<file path="src/rtl/dma_pkg.sv">
// Shared definitions for the DMA write-side drain engine: default widths,
// address step and the drain FSM state encoding.
package dma_pkg;

  localparam int DEF_ADDR_W    = 32;
  localparam int DEF_DATA_W    = 32;
  localparam int DEF_LEN_W     = 16;
  localparam int DEF_ADDR_STEP = 4;

  typedef enum logic [2:0] {
    IDLE  = 3'd0,
    POP   = 3'd1,
    LOAD  = 3'd2,
    WRITE = 3'd3,
    FIN   = 3'd4
  } state_t;

endpackage

</file>
<file path="src/rtl/dma_fifo_drain.sv">
// Consumer end of the DMA FIFO: pops words and writes them as single beats to
// consecutive addresses. Define DMA_DRAIN_TIMEOUT_EN to enable the bus-ack timeout.
module dma_fifo_drain
  import dma_pkg::*;
#(
  parameter int ADDR_W    = DEF_ADDR_W,
  parameter int DATA_W    = DEF_DATA_W,
  parameter int LEN_W     = DEF_LEN_W,
  parameter int ADDR_STEP = DEF_ADDR_STEP
`ifdef DMA_DRAIN_TIMEOUT_EN
  , parameter int TO_CYC  = 255
`endif
) (
  input  logic              clk,
  input  logic              rstn,
  input  logic              start,
  input  logic              abort,
  input  logic [ADDR_W-1:0] dst_addr,
  input  logic [LEN_W-1:0]  len,
  output logic              fifo_rd,
  input  logic [DATA_W-1:0] fifo_rdata,
  input  logic              fifo_empty,
  output logic              fifo_clear,
  output logic              bus_req,
  output logic [ADDR_W-1:0] bus_addr,
  output logic [DATA_W-1:0] bus_wdata,
  input  logic              bus_ack,
  output logic              busy,
  output logic              done,
  output logic [LEN_W-1:0]  xfer_cnt,
  output logic              err
);

  state_t            state;
  logic [ADDR_W-1:0] cur_addr;
  logic [LEN_W-1:0]  remain;
  logic              abort_pend;

`ifdef DMA_DRAIN_TIMEOUT_EN
  localparam int TO_W = $clog2(TO_CYC + 1);
  logic [TO_W-1:0] to_cnt;
`else
  assign err = 1'b0;
`endif

  // Pop only while in POP and data is available; never when empty.
  assign fifo_rd = (state == POP) && !fifo_empty;

  always_ff @(posedge clk or negedge rstn) begin
    if (!rstn) begin
      state      <= IDLE;
      cur_addr   <= '0;
      remain     <= '0;
      abort_pend <= 1'b0;
      fifo_clear <= 1'b0;
      bus_req    <= 1'b0;
      bus_addr   <= '0;
      bus_wdata  <= '0;
      busy       <= 1'b0;
      done       <= 1'b0;
      xfer_cnt   <= '0;
`ifdef DMA_DRAIN_TIMEOUT_EN
      err        <= 1'b0;
      to_cnt     <= '0;
`endif
    end else begin
      done       <= 1'b0;
      fifo_clear <= 1'b0;
      case (state)
        IDLE: begin
          if (start) begin
            cur_addr   <= dst_addr;
            remain     <= len;
            xfer_cnt   <= '0;
            abort_pend <= 1'b0;
            busy       <= 1'b1;
`ifdef DMA_DRAIN_TIMEOUT_EN
            err        <= 1'b0;
            to_cnt     <= '0;
`endif
            if (len == '0) begin
              state <= FIN;
              done  <= 1'b1;
            end else begin
              state <= POP;
            end
          end
        end
        POP: begin
          if (abort) begin
            state      <= FIN;
            done       <= 1'b1;
            fifo_clear <= 1'b1;
          end else if (!fifo_empty) begin
            state <= LOAD;
          end
        end
        LOAD: begin
          // An abort here drops the word just popped; it is never counted.
          if (abort) begin
            state      <= FIN;
            done       <= 1'b1;
            fifo_clear <= 1'b1;
          end else begin
            bus_wdata <= fifo_rdata;
            bus_addr  <= cur_addr;
            bus_req   <= 1'b1;
            state     <= WRITE;
          end
        end
        WRITE: begin
          if (abort) abort_pend <= 1'b1;
          if (bus_req && bus_ack) begin
            bus_req  <= 1'b0;
            cur_addr <= cur_addr + ADDR_W'(ADDR_STEP);
            remain   <= remain - LEN_W'(1);
            xfer_cnt <= xfer_cnt + LEN_W'(1);
`ifdef DMA_DRAIN_TIMEOUT_EN
            to_cnt   <= '0;
`endif
            if (abort || abort_pend) begin
              state      <= FIN;
              done       <= 1'b1;
              fifo_clear <= 1'b1;
            end else if (remain == LEN_W'(1)) begin
              state <= FIN;
              done  <= 1'b1;
            end else begin
              state <= POP;
            end
          end
`ifdef DMA_DRAIN_TIMEOUT_EN
          else if (to_cnt == TO_W'(TO_CYC - 1)) begin
            bus_req    <= 1'b0;
            err        <= 1'b1;
            fifo_clear <= 1'b1;
            done       <= 1'b1;
            to_cnt     <= '0;
            state      <= FIN;
          end else begin
            to_cnt <= to_cnt + TO_W'(1);
          end
`endif
        end
        FIN: begin
          busy  <= 1'b0;
          state <= IDLE;
        end
        default: state <= IDLE;
      endcase
    end
  end

endmodule
</file>
<file path="config.mk">
export PLATFORM = sky130hd
export DESIGN_NAME = dma_fifo_drain
export DESIGN_NICKNAME = d
export VERILOG_FILES = /design/src/rtl/dma_pkg.sv /design/src/rtl/dma_fifo_drain.sv
export SDC_FILE = /design/constraint.sdc
export NUM_CORES = 1
export LEC_CHECK = 0
export CORE_ASPECT_RATIO = 0.6
export CORE_MARGIN = 2
export CORE_UTILIZATION = 30
export DETAILED_ROUTE_END_ITERATION = 10
export DONT_BUFFER_PORTS = 1
export GPL_TIMING_DRIVEN = 0
export MAX_ROUTING_LAYER = met4
export PLACE_DENSITY = 0.51
export SETUP_SLACK_MARGIN = 0.3
export SLEW_MARGIN = 20
export SYNTH_ARGS = -nofsm -noshare
export SYNTH_HDL_FRONTEND = slang
export SYNTH_SLANG_ARGS = --single-unit
</file>
<file path="constraint.sdc">
create_clock -name clk -period 2.35 [get_ports clk]
set_clock_uncertainty 0.1 [all_clocks]
set_input_delay 0.1175 -clock clk [delete_from_list [all_inputs] [get_ports clk]]
set_output_delay 0.1175 -clock clk [all_outputs]
set_load 0.05 [all_outputs]
</file>
==> reports/results.ini, run 1 <==
[floorplan]
die_width_um=195
dieHeight_um=119
die_area_um2=23200
pin_count=172
core-area_um2=21300
start_util_pct=31.0
num_rows=41

[worst_setup_path]
path_max_fanout=10
worst-r2r-cell-count=6
cp.required_ns=2.55
timing.setup.critical_path_class=reg -> reg
crit_path_end_kind=flip-flop
crit_arrival_ns=2.27
startpoint_type=flip-flop

[logic_synthesis]
postSynthAreaPerCell_um2=10.3
synth_sequential_area_ratio_pct=51.6
synth.ff_latch_count=136
yosys_warnings=0
yosysMostFrequentCell=sky130_fd_sc_hd__dfrtp_1
yosys-top-cells-count=136 x sky130_fd_sc_hd__dfrtp_1, 65 x sky130_fd_sc_hd__mux2_2, 57 x sky130_fd_sc_hd__nand2_1
syn_nets=731
synth_cells=641
synth-edff-count=0
synth_largest_area_cell=sky130_fd_sc_hd__dfrtp_1
synth.lib_cells_used.distinct=63
postSynth.asyncResetShare_pct=100
synth_top_cells_by_area=sky130_fd_sc_hd__dfrtp_1 52%, sky130_fd_sc_hd__mux2_2 11%, sky130_fd_sc_hd__a21oi_1 4.0%
summed_instance_area_of_the_synthesized_netlist_um2=6590
netlist.area_leader.share_pct=51.6
synth-main-ff-cell=sky130_fd_sc_hd__dfrtp_1

[routing]
remaining_drc_errors=0
dr.pass1.iters=5
routed_wirelength_um=22000
vias_after_detailed_routing=5766
drtAntennaViolNets=0
routed_via_density=5.49
drt-initial-drc-count=554
avgRoutedWirePerCell_um=21.0

[clocking]
cts_tree=done
cts-root-to-sink-buffers=2
root_buffer=sky130_fd_sc_hd__clkbuf_16
h_tree_depth=4
clock_sink_count=136
cts_inserted_buffers=17
clkLatencyLatePin_ns=0.43
clk_transition_reported_paths_ns=0.06

[timing]
min_period_over_period_pct=87.7
final.min_clock_period_ns=2.06
report.final.hold_viol_count=136
max_clock_freq_mhz=485
finalWorstSetupSlack_ns=0.290
worstMarginPinSlew_ns=0.742
drv_slew=0
final-setup-viol-count=0
hold_ws_ns=-0.710
max-slew-margin-rel_pct=50.1
grt_setup_unrepaired=yes

[pwr]
part_of_the_total_power_dissipated_in_the_clock_network_pct=21.6
vdd_drop_max_v=0.000630
netSwitchingPower_mw=6.07
p_seq_share_pct=51.0
share_comb_of_total_power_pct=27.4
leakage_power_nw=3.58
pwr_dens_nw_per_um2=1470
p_int_mw=6.74
power_switching_share_pct=47.4

[placement]
dpl_worst_slack_ns=-0.195
numPortBuffers=0
finalWeightedCongestion=0.855
hpwlAfterDp_um=15300

[grt]
via_count_of_the_first_global_routing_pass=5826
grt_antenna_before_repair=1
grtUsageTotal_pct=20.0
remaining_overflow_grt=0
grt_max_degree=137
grt_pass1_wl_um=34200

[run_status]
outcome=finished, violations left
failed_checks=hold timing

[min_path]
hp-class=in -> async

[layout]
layout-drive-gt1-share_pct=23.9
num-nets-final=849
fin_util_pct=41.0
area_growth_syn_to_layout_pct=32.3

[flow_run]
maxCapViolations=0

[state kept, by name, summed over array words and instances (netlist names)]
| name | cells |
|---|---|
| bus_addr | 32 |
| xfer_cnt | 16 |
| bus_wdata | 32 |
| busy | 1 |
| remain | 16 |
| bus_req | 1 |
| abort_pend | 1 |
| state | 3 |
| cur_addr | 32 |
| fifo_clear | 1 |
| done | 1 |
[layer usage]
layer,global-route usage [%],share of wire (%),vias to the layer above
met4,4.77,0.74,0
met1,27.9,47,2874
li1,-,-,2580
met3,6.99,9.8,20
met5,-,0,-
met2,27.6,42,292
[power by group through the flow]
stage | clock network (mW) | registers, mW | logic [mW]
finish | 2.77 | 6.53 | 3.51
floorplan | 0 | 6.13 | 2.27
global route | 2.94 | 6.69 | 3.85
CTS | 2.83 | 6.49 | 3.21
global placement | 0 | 6.48 | 2.86
detailed placement | 0 | 6.51 | 2.96
[layout make-up]
type                    instances  area (um^2)
inverters                       7         26.3
multi-input cells             459         3090
diodes                          1         2.50
clock inverters                 9          123
repair buffers                 99          972
well taps                     279          349
plain buffers                  39          263
fillers                      2037        12600
flip-flops and latches        136         3420
clock buffers                  22          474
[kinds of logic (layout without fill, tap and decap cells)]
| family | after synthesis | in the layout | synth area share [%] |
|---|---|---|---|
| compound gates | 145 | 145 | 13.2 |
| other cells | 1 | 2 | 0.0569 |
| fa+ha+maj | 4 | 4 | 0.759 |
| simple gates | 227 | 227 | 17.8 |
| xor+xnor | 14 | 14 | 1.86 |
| buf+inv | 46 | 176 | 3.06 |
| flops | 136 | 136 | 51.6 |
| mux | 68 | 68 | 11.6 |
[cell usage in the layout, fill, tap and decap left out, types with 9 or more instances in the layout]
| master | netlist | routed |
|---|---|---|
| sky130_fd_sc_hd__dfrtp_1 | 136 | 124 |
| sky130_fd_sc_hd__dlygate4sd3_1 | 0 | 85 |
| sky130_fd_sc_hd__mux2_2 | 65 | 65 |
| sky130_fd_sc_hd__nand2_1 | 57 | 56 |
| sky130_fd_sc_hd__a21oi_1 | 53 | 52 |
| sky130_fd_sc_hd__nor2_1 | 48 | 48 |
| sky130_fd_sc_hd__o21ai_0 | 40 | 37 |
| sky130_fd_sc_hd__nand3_1 | 35 | 34 |
| sky130_fd_sc_hd__buf_4 | 1 | 26 |
| sky130_fd_sc_hd__nand4_1 | 18 | 18 |
| sky130_fd_sc_hd__clkbuf_16 | 0 | 17 |
| sky130_fd_sc_hd__xor2_1 | 13 | 13 |
| sky130_fd_sc_hd__dfrtp_2 | 0 | 12 |
| sky130_fd_sc_hd__nor3_1 | 15 | 11 |
| sky130_fd_sc_hd__and3_1 | 11 | 9 |
| sky130_fd_sc_hd__clkbuf_2 | 0 | 9 |
| sky130_fd_sc_hd__o22ai_1 | 9 | 9 |
[worst max-delay path, cell delays in order, from the launching register on]
cell,delay [ns]
sky130_fd_sc_hd__dfrtp_1,0.36
sky130_fd_sc_hd__buf_4,0.16
sky130_fd_sc_hd__or3b_4,0.42
sky130_fd_sc_hd__a21o_2,0.28
sky130_fd_sc_hd__buf_4,0.22
sky130_fd_sc_hd__a221oi_1,0.29
sky130_fd_sc_hd__nand2_1,0.09
[per-stage QoR]
step	cells	setup TNS, ns	hold WS, ns	instance area [um^2]	power, mW
6_report	1051	0	-0.710	8720	12.8
5_1_grt	1051	0	-0.742	8720	13.5
4_1_cts	1037	0	-0.736	8520	12.5
3_5_place_dp	920	-1.91	-0.275	6940	9.47
3_3_place_gp	920	-1.32	-0.274	6940	9.34
2_1_floorplan	641	0	-0.278	6590	8.40
[path summary, 6_finish.rpt]
path	startpoint	endpoint	slack, ns
max	state[1]	cur_addr[29]	0.29
min in group clk	bus_ack	xfer_cnt[3]	0.13
min	rstn	bus_wdata[21]	-0.71
max reg2reg	state[1]	cur_addr[29]	0.29
min reg2reg	cur_addr[0]	cur_addr[0]	0.38
max in group asynchronous	rstn	cur_addr[6]	2.58
[repair_timing]
item                                    4_1_cts  5_1_grt
hold endpoints to repair                    223      137
hold buffers                                 84        1
pin swaps                                     2        7
gates resized for setup                      45       52
endpoints found under the setup margin      117      106
setup buffers                                 2       12
cloned                                        0        0
Note: power is estimated with default switching activity, not from simulation.
==> run 2, diff against run 1 <==
--- a/config.mk
+++ b/config.mk
@@ -5,6 +5,7 @@
 export SDC_FILE = /design/constraint.sdc
 export NUM_CORES = 1
 export LEC_CHECK = 0
+export ABC_AREA = 1
 export CORE_ASPECT_RATIO = 0.6
 export CORE_MARGIN = 2
 export CORE_UTILIZATION = 30
==> reports/results.ini, run 2 <==
[run_status]
outcome=finished, violations left
failed_checks=hold timing

[logic_synthesis]
synth.lib_cells_used.distinct=33  ; -48%
yosysMostFrequentCell=sky130_fd_sc_hd__nand2_1
summed_instance_area_of_the_synthesized_netlist_um2=7320  ; +11%
yosys_warnings=0  ; unchanged
synth_cells=1037  ; +62%
synth_largest_area_cell=sky130_fd_sc_hd__dfrtp_1
synth_top_cells_by_area=sky130_fd_sc_hd__dfrtp_1 46%, sky130_fd_sc_hd__nand2_1 20%, sky130_fd_sc_hd__nor2_1 6.5%
postSynthAreaPerCell_um2=7.06  ; -31%
netlist.area_leader.share_pct=46.5  ; -5.1 points
synth-edff-count=0  ; unchanged
yosys-top-cells-count=395 x sky130_fd_sc_hd__nand2_1, 136 x sky130_fd_sc_hd__dfrtp_1, 127 x sky130_fd_sc_hd__nor2_1
postSynth.asyncResetShare_pct=100  ; unchanged
synth.ff_latch_count=136  ; unchanged
syn_nets=1127  ; +54%
synth-main-ff-cell=sky130_fd_sc_hd__dfrtp_1
synth_sequential_area_ratio_pct=46.5  ; -5.1 points

[grt]
grt_util_met2_pct=27.6  ; about the same
grt_max_degree=137  ; unchanged
grtUsageTotal_pct=22.0  ; +2.0 points
grt_antenna_before_repair=1  ; unchanged
grt_pass1_wl_um=41100  ; +20%
busiest_layer=met1
met1_usage_pct=33.6  ; +5.7 points
met3_usage_pct=6.73  ; -0.27 points
via_count_of_the_first_global_routing_pass=6963  ; +20%
remaining_overflow_grt=0  ; unchanged

[layout]
layout-drive-gt1-share_pct=8.25  ; -16 points
layout.cells.most_common=sky130_fd_sc_hd__nand2_1
biggestRegsByFlops=bus_addr (32), bus_wdata (32), cur_addr (32)
num-nets-final=1241  ; +46%
area_growth_syn_to_layout_pct=27.5
fin_util_pct=38.8  ; -2.2 points
layout_common_cells=394 x sky130_fd_sc_hd__nand2_1, 125 x sky130_fd_sc_hd__dfrtp_1, 122 x sky130_fd_sc_hd__nor2_1

[clocking]
cts_inserted_buffers=17  ; unchanged
clkLatencyLatePin_ns=0.44  ; about the same
clock_sink_count=136  ; unchanged
cts_tree=done
root_buffer=sky130_fd_sc_hd__clkbuf_16
cts-root-to-sink-buffers=2  ; unchanged
h_tree_depth=4  ; unchanged
number_of_buffers_inserted_to_repair_setup_after_cts=0  ; -2
clk_transition_reported_paths_ns=0.06  ; about the same
postCtsHoldBufs=94  ; +12%

[timing]
grt_setup_unrepaired=yes
max-slew-margin-rel_pct=55.5  ; +5.4 points
max_clock_freq_mhz=519  ; +6.9%
report.final.hold_viol_count=136  ; unchanged
final-setup-viol-count=0  ; unchanged
setup-tns-final_ns=0  ; unchanged
final.min_clock_period_ns=1.93  ; -0.132 ns
drv_slew=0  ; unchanged
min_period_over_period_pct=82.0  ; -5.6 points
worstMarginPinSlew_ns=0.668  ; -0.0739 ns
hold_ws_ns=-0.729  ; -0.0185 ns

[placement]
hpwlAfterDp_um=19200  ; +26%
finalWeightedCongestion=0.892  ; +4.3%
numPortBuffers=0  ; unchanged

[floorplan]
start_util_pct=30.4  ; -0.53 points
dieHeight_um=125  ; +5.2%
num_rows=44  ; +7.3%
pin_count=172  ; unchanged
core-area_um2=24100  ; +13%
die_area_um2=25700  ; +11%
die_width_um=206  ; +5.3%

[worst_setup_path]
cp.required_ns=2.59  ; +0.04 ns
timing.setup.critical_path_class=reg -> reg
startpoint_type=flip-flop
crit_arrival_ns=2.17  ; -0.10 ns
path_max_fanout=6  ; -4
crit_path_end_kind=flip-flop

[pwr]
p_int_mw=6.16  ; -8.5%
pwr_dens_nw_per_um2=1340  ; -9.0%
vdd_drop_max_v=0.000825  ; +31%
part_of_the_total_power_dissipated_in_the_clock_network_pct=22.4  ; +0.8 points
leakage_power_nw=4.29  ; +20%
share_comb_of_total_power_pct=27.8  ; +0.4 points
power_switching_share_pct=50.6  ; +3.2 points
netSwitchingPower_mw=6.31  ; +4.0%
p_seq_share_pct=49.7  ; -1.3 points

[routing]
dr.pass1.iters=5  ; unchanged
routed_via_density=4.88  ; -11%
drt-initial-drc-count=694  ; +25%
vias_after_detailed_routing=7261  ; +26%
routed_wirelength_um=26600  ; +21%
remaining_drc_errors=0  ; unchanged
drtAntennaViolNets=0  ; unchanged
avgRoutedWirePerCell_um=17.9  ; -15%

[flow_run]
maxCapViolations=0  ; unchanged

[min_path]
hp-class=in -> async

run 2: changes by cell type in the layout (fill, tap and decap cells not counted), sizes merged, moves of 9 or more:
cell         previous run  this run
nand2                  58       399
a21oi                  55        23
nand3                  35        67
mux2                   65         0
buf                    38        27
xor2                   13         4
o21ai                  41        83
nor4                   10         0
dlygate4sd3            85        94
nor2                   48       129
inv                     7        95
and3                   11         0
run 2: final timing paths:
path / slack (ns) / end / cells past startpoint / from
max in group asynchronous: 2.61 / xfer_cnt[6] / 0 / rstn
min in group clk: 0.03 / state[2] / 5 / len[7]
setup reg to reg: 0.42 / cur_addr[18] / 10 / cur_addr[3]
hold reg to reg: 0.39 / bus_addr[1] / 2 / cur_addr[1]
setup / recovery: 0.42 / cur_addr[18] / 10 / cur_addr[3]
hold / removal: -0.73 / remain[2] / 0 / rstn
run 2: per-stage QoR:
stage	instance area [um^2]	power, mW	cells	hold slack, ns	setup slack (ns)
3_3_place_gp	7720	9.39	1359	-0.272	0.191
3_5_place_dp	7720	9.43	1359	-0.271	0.182
6_report	9340	12.5	1487	-0.729	0.422
5_1_grt	9340	13.3	1487	-0.761	0.263
2_1_floorplan	7320	8.21	1037	-0.278	0.603
4_1_cts	9270	12.4	1485	-0.750	0.309
run 2: timing repair:
item                       in CTS  in global routing
cloned                          0                  1
resized for setup               8                 28
hold endpoints to repair      224                136
setup endpoints to repair      27                 88
run 2: cell type report:
class	count	area, um^2
Clock buffer	22	454
Clock inverter	10	143
Timing Repair Buffer	94	941
Fill cell	2580	14700
Antenna cell	1	2.50
Buffer	39	228
Sequential cell	136	3420
Inverter	93	352
Tap cell	322	403
Multi-Input combinational cell	770	3400
run 2: layer usage:
layer  part of all wire (%)  vias up  routed length, um
li1                       -     3526                  -
met1                     52     3451              13800
met2                     38      265              10100
met3                    9.1       19               2420
met4                    1.1        0                288
met5                      0        -                  0
run 2: logic make-up after synthesis:
family | count (synthesis) | synth area share [%]
AND/OR/NAND/NOR | 632 | 35.1
other | 1 | 0.0512
flip-flops | 136 | 46.5
adder cells (fa/ha/maj) | 4 | 0.684
buffers and inverters | 132 | 7.69
XOR/XNOR | 5 | 0.598
AO/OA/AOI/OAI | 127 | 9.38
run 2: worst max-delay path, cell delays in order, from the launching register on:
cell and delay (ns):
sky130_fd_sc_hd__dfrtp_1 0.48, sky130_fd_sc_hd__ha_1 0.24, sky130_fd_sc_hd__nand2_1 0.08, sky130_fd_sc_hd__nor2_1 0.18, sky130_fd_sc_hd__nand2_1 0.15, sky130_fd_sc_hd__nor2_4 0.21
sky130_fd_sc_hd__nand2_1 0.10, sky130_fd_sc_hd__o21bai_1 0.13, sky130_fd_sc_hd__nand2_1 0.07, sky130_fd_sc_hd__nand2_1 0.06, sky130_fd_sc_hd__inv_1 0.03
run 2: power by group through the flow:
stage	clock network (mW)	logic, mW	registers (mW)
after global placement	0	3.19	6.20
final	2.80	3.47	6.20
after CTS	2.86	3.40	6.17
after floorplan	0	2.36	5.84
after detailed placement	0	3.25	6.18
after global routing	2.96	3.98	6.35
